File: src/rtl/pc_sequencer.sv
// Program-counter / fetch sequencer: holds the PC, picks the next fetch address from
// the sequential, branch and jump paths, and runs the IDLE/RUN/HALT control FSM.
module pc_sequencer #(
  parameter int PC_W         = 3,
  parameter int OFF_W        = 7,
  parameter int CNT_W        = 8,
  parameter int RESET_PC     = 0,
  parameter bit HALT_ON_WRAP = 1'b0
) (
  input  logic             i_clk,
  input  logic             i_rst_n,
  input  logic             i_start,
  input  logic             i_stall,
  input  logic             i_halt_req,
  input  logic             i_sig_branch,
  input  logic             i_zero_flag,
  input  logic             i_sig_jump,
  input  logic [OFF_W-1:0] i_branch_off,
  input  logic [PC_W-1:0]  i_jump_target,
  output logic [PC_W-1:0]  o_pc,
  output logic             o_pc_valid,
  output logic             o_halted,
  output logic [CNT_W-1:0] o_instr_count
);

  // One guard bit above the wider operand keeps the dropped high part non-empty.
  localparam int EXT_W = ((OFF_W > PC_W) ? OFF_W : PC_W) + 1;

  typedef enum logic [1:0] {
    S_IDLE,
    S_RUN,
    S_HALT
  } state_t;

  state_t           r_state;
  logic [PC_W-1:0]  r_pc;
  logic             r_halted;
  logic [CNT_W-1:0] r_count;

  logic [PC_W-1:0]          w_pcInc;
  logic [EXT_W-1:0]         w_branchSum;
  logic [PC_W-1:0]          w_branchPc;
  logic [EXT_W-1:PC_W]      w_unusedHi;
  logic                     w_atMax;
  logic                     w_retire;

  assign w_pcInc     = r_pc + PC_W'(1);
  assign w_branchSum = EXT_W'(r_pc) + EXT_W'(1) + EXT_W'($signed(i_branch_off));
  assign w_branchPc  = w_branchSum[PC_W-1:0];
  assign w_unusedHi  = w_branchSum[EXT_W-1:PC_W];
  assign w_atMax     = (r_pc == {PC_W{1'b1}});
  assign w_retire    = (r_state == S_RUN) && !i_stall;

  // Priority on a retire: halt request, jump, taken branch, then sequential.
  always_ff @(posedge i_clk or negedge i_rst_n) begin
    if (!i_rst_n) begin
      r_state  <= S_IDLE;
      r_pc     <= PC_W'(RESET_PC);
      r_halted <= 1'b0;
      r_count  <= '0;
    end else begin
      case (r_state)
        S_IDLE: begin
          r_pc <= PC_W'(RESET_PC);
          if (i_start) r_state <= S_RUN;
        end
        S_RUN: begin
          if (!i_stall) begin
            if (r_count != {CNT_W{1'b1}}) r_count <= r_count + CNT_W'(1);
            if (i_halt_req) begin
              r_state  <= S_HALT;
              r_halted <= 1'b1;
            end else if (i_sig_jump) begin
              r_pc <= i_jump_target;
            end else if (i_sig_branch && i_zero_flag) begin
              r_pc <= w_branchPc;
            end else if (w_atMax && HALT_ON_WRAP) begin
              r_state  <= S_HALT;
              r_halted <= 1'b1;
            end else begin
              r_pc <= w_pcInc;
            end
          end
        end
        S_HALT: begin
          r_halted <= 1'b1;
        end
        default: begin
          r_state  <= S_IDLE;
          r_halted <= 1'b0;
        end
      endcase
    end
  end

  assign o_pc          = r_pc;
  assign o_pc_valid    = w_retire;
  assign o_halted      = r_halted;
  assign o_instr_count = r_count;

endmodule

File: config.mk
export PLATFORM = sky130hd
export DESIGN_NAME = pc_sequencer
export DESIGN_NICKNAME = d
export VERILOG_FILES = /design/src/rtl/pc_sequencer.sv
export SDC_FILE = /design/constraint.sdc
export NUM_CORES = 1
export LEC_CHECK = 0
export ABC_AREA = 1
export CAP_MARGIN = 20
export CORE_MARGIN = 5
export CORE_UTILIZATION = 47
export CTS_BUF_LIST = sky130_fd_sc_hd__clkbuf_4
export CTS_CLUSTER_DIAMETER = 30
export DETAILED_ROUTE_END_ITERATION = 16
export HOLD_SLACK_MARGIN = 0.08
export PLACE_DENSITY = 0.86
export SLEW_MARGIN = 10
export SYNTH_ARGS = -nofsm -noshare
export SYNTH_HDL_FRONTEND = slang
export SYNTH_SLANG_ARGS = --single-unit
File: constraint.sdc
create_clock -name i_clk -period 1.7 [get_ports i_clk]
set_input_delay 0.34 -clock i_clk [delete_from_list [all_inputs] [get_ports i_clk]]
set_output_delay 0.34 -clock i_clk [all_outputs]
set_load 0.03 [all_outputs]
==> results <==
==> routing by layer <==
metal,track usage,up-vias,routed length (µm)
li1,-,452,-
met1,0.171,414,904
met2,0.305,24,1030
met3,0.0381,3,137
met4,0.0498,0,23
met5,0,-,0
==> cell families (layout without fill, tap and decap cells) <==
kind of cell,Yosys count,after routing
compound gates,14,14
xor+xnor,5,5
fa+ha+maj,8,8
buf+inv,22,59
flops,14,14
simple gates,59,59
==> what timing repair did <==
action                     CTS  global route
pin swaps                    0             5
setup endpoints to repair    8             5
hold buffers                 0             0
resized for setup            9             9
==> cell type report <==
class	instances	area (µm²)	share of cell area
repair buffers	33	315	0.239
well taps	27	33.8	0.0256
clock buffers	4	30.0	0.0228
inverters	22	82.6	0.0627
multi-input cells	86	504	0.383
flip-flops and latches	14	352	0.267
==> cell usage after synthesis (all sizes together) <==
cell type | count | share of area
fa | 1 | 0.022
a21oi | 2 | 0.011
o211ai | 1 | 0.0081
xnor2 | 4 | 0.038
o21ai | 8 | 0.043
nand3 | 5 | 0.027
o22ai | 1 | 0.0067
or2 | 1 | 0.0067
nand4 | 2 | 0.013
nor2 | 10 | 0.063
nand2 | 41 | 0.18
dfrtp | 14 | 0.38
ha | 7 | 0.094
inv | 22 | 0.089
a211oi | 1 | 0.0081
a21boi | 1 | 0.0081
xor2 | 1 | 0.0094
==> worst max-delay path by stage <==
stage / start / to / slack, ns / cells after the start
4_1_cts: r_state[1] / o_pc_valid / 0.003 / 5
3_3_place_gp: i_branch_off[0] / o_pc[2] / -0.27 / 12
6_report: o_instr_count[5] / o_instr_count[5] / 0.05 / 1
5_1_grt: o_pc[0] / o_pc[2] / 0.003 / 11
3_5_place_dp: i_branch_off[0] / o_pc[2] / -0.30 / 12
2_1_floorplan: o_pc[0] / o_pc[2] / 0.08 / 11
==> metrics by stage <==
stage	worst slack, ns	TNS [ns]	hold WS [ns]	instances	total power (W)
6_report	0.0474	0	0.371	186	0.00181
5_1_grt	0.00298	0	0.391	186	0.00196
4_1_cts	0.00256	0	0.377	186	0.00182
3_5_place_dp	-0.298	-0.561	0.466	182	0.00163
3_3_place_gp	-0.269	-0.490	0.454	182	0.00158
2_1_floorplan	0.0780	0	0.0444	122	0.00120
==> state kept, by name (all words and copies together), names as in the netlist <==
name / flops
o_pc: 3
o_instr_count: 8
r_state: 2
o_halted: 1
==> report_power, final <==
| part | internal, W | switching [W] | leakage (nW) |
|---|---|---|---|
| Clock | 0.000107 | 0.000103 | 0.0184 |
| Combinational | 0.000426 | 0.000621 | 0.544 |
| Sequential | 0.000450 | 0.000103 | 0.182 |
| Total | 0.000983 | 0.000827 | 0.745 |
==> flow_summary.toml <==
[status]
status = "complete, no violations"

[final_layout]
layout_common_cells = "39 x nand2_1, 19 x inv_1, 14 x clkdlybuf4s50_1"
drive_above_1_share = 0.157
num_antenna_cells = 0
num-fill-cells = 159
fin_nets = 186
areaGrowthSynthToFinish_pct = 41.7
finalInstanceArea_um2 = 1320
final_common_cell = "nand2_1"
final_util = 0.686

[setup_path]
critPathTopFamily = "buffers and inverters"
cp-start-kind = "flop"
critPathRequiredTime_ns = 1.36
slowest_stage = "clkdlybuf4s50_1"
crit_arrival_ns = 1.31
cp-end-kind = "output port"
max_stage_delay_ns = 0.68
crit_chain = "clkdlybuf4s50_1"
r2r_slack_ns = 0.13
reg2reg_depth = 6
r2r-start = "o_pc[0]"
reg2reg_to = "o_pc[1]"
cp_max_fo = 2
path_buf_inv = 1
path_class = "reg -> out"

[synthesis]
synthSimpleGateAreaFrac = 0.287
yosys.area_share.xor_xnor = 0.0471
synth_fa_ha_area_frac = 0.116
syn_area_um2 = 930
synth-seq-area-share = 0.377
syn_area_per_cell_um2 = 7.62
synth_nets = 148
synth_compound_area_frac = 0.0848
synth_cells = 122
ys_seq_elements = 14
synth_top_family_by_area = "simple AND/OR/NAND/NOR gates"
ys_types = 21
synthMuxAreaShare = 0
synth_warnings = 0

[grt]
grt_pass1_vias = 897
grt_max_degree = 15
grt.total_usage = 0.160
grt_pass1_wl_mm = 3.42
antenna_found_initial = 0
grt_overflow = 0

[floorplanning]
io_pins = 31
core_um2 = 1920
die_h_um = 54.5
start_util = 0.484
rows = 16
fp.dieW_um = 54.5
dieArea_um2 = 2970

[sta]
min_period_ns = 1.65
slew_violations = 0
max_freq_mhz = 605
timing.slew.headroom = 0.784
finalSetupViolCount = 0
tightest_slew_ns = 0.324
rsz0062_at_grt = "no"
finalCritPeriodShare = 0.972
fin_skew_ns = 0.00652
report.final.hold_viol_count = 0

[clock_tree]
cts_made_buffers = 3
clk_latency_ns = 0.28
cts-root-buf = "clkbuf_4"
cts_setup_buffers = 0
htree_num_levels = 1
cts_tree = "built"
cts_sinks = 14
clockBufferDepth = 2
clk_pin_slew_ns = 0.08

[power]
power_density_nw_per_um2 = 1370
vdd_drop_max_mv = 0.810
power_leakage_nw = 0.745

[placed_design]
gp_congestion = 0.785
placed_cell_area_um2 = 1270
io_buffers = 26
hpwlAfterDp_mm = 1.77

[drt]
routedWlPerCell_um = 11.3
viasPerCell = 4.80
drcViolationCount = 0
wl_mm = 2.09
ant_nets = 0
drt_pass1_iterations = 4
drt-initial-drc-count = 9
vias = 893

[worst_hold_path]
hold_path_class = "in -> async"

[job]
cap_violations = 0
No activity file was read; power rests on OpenSTA's default activity.
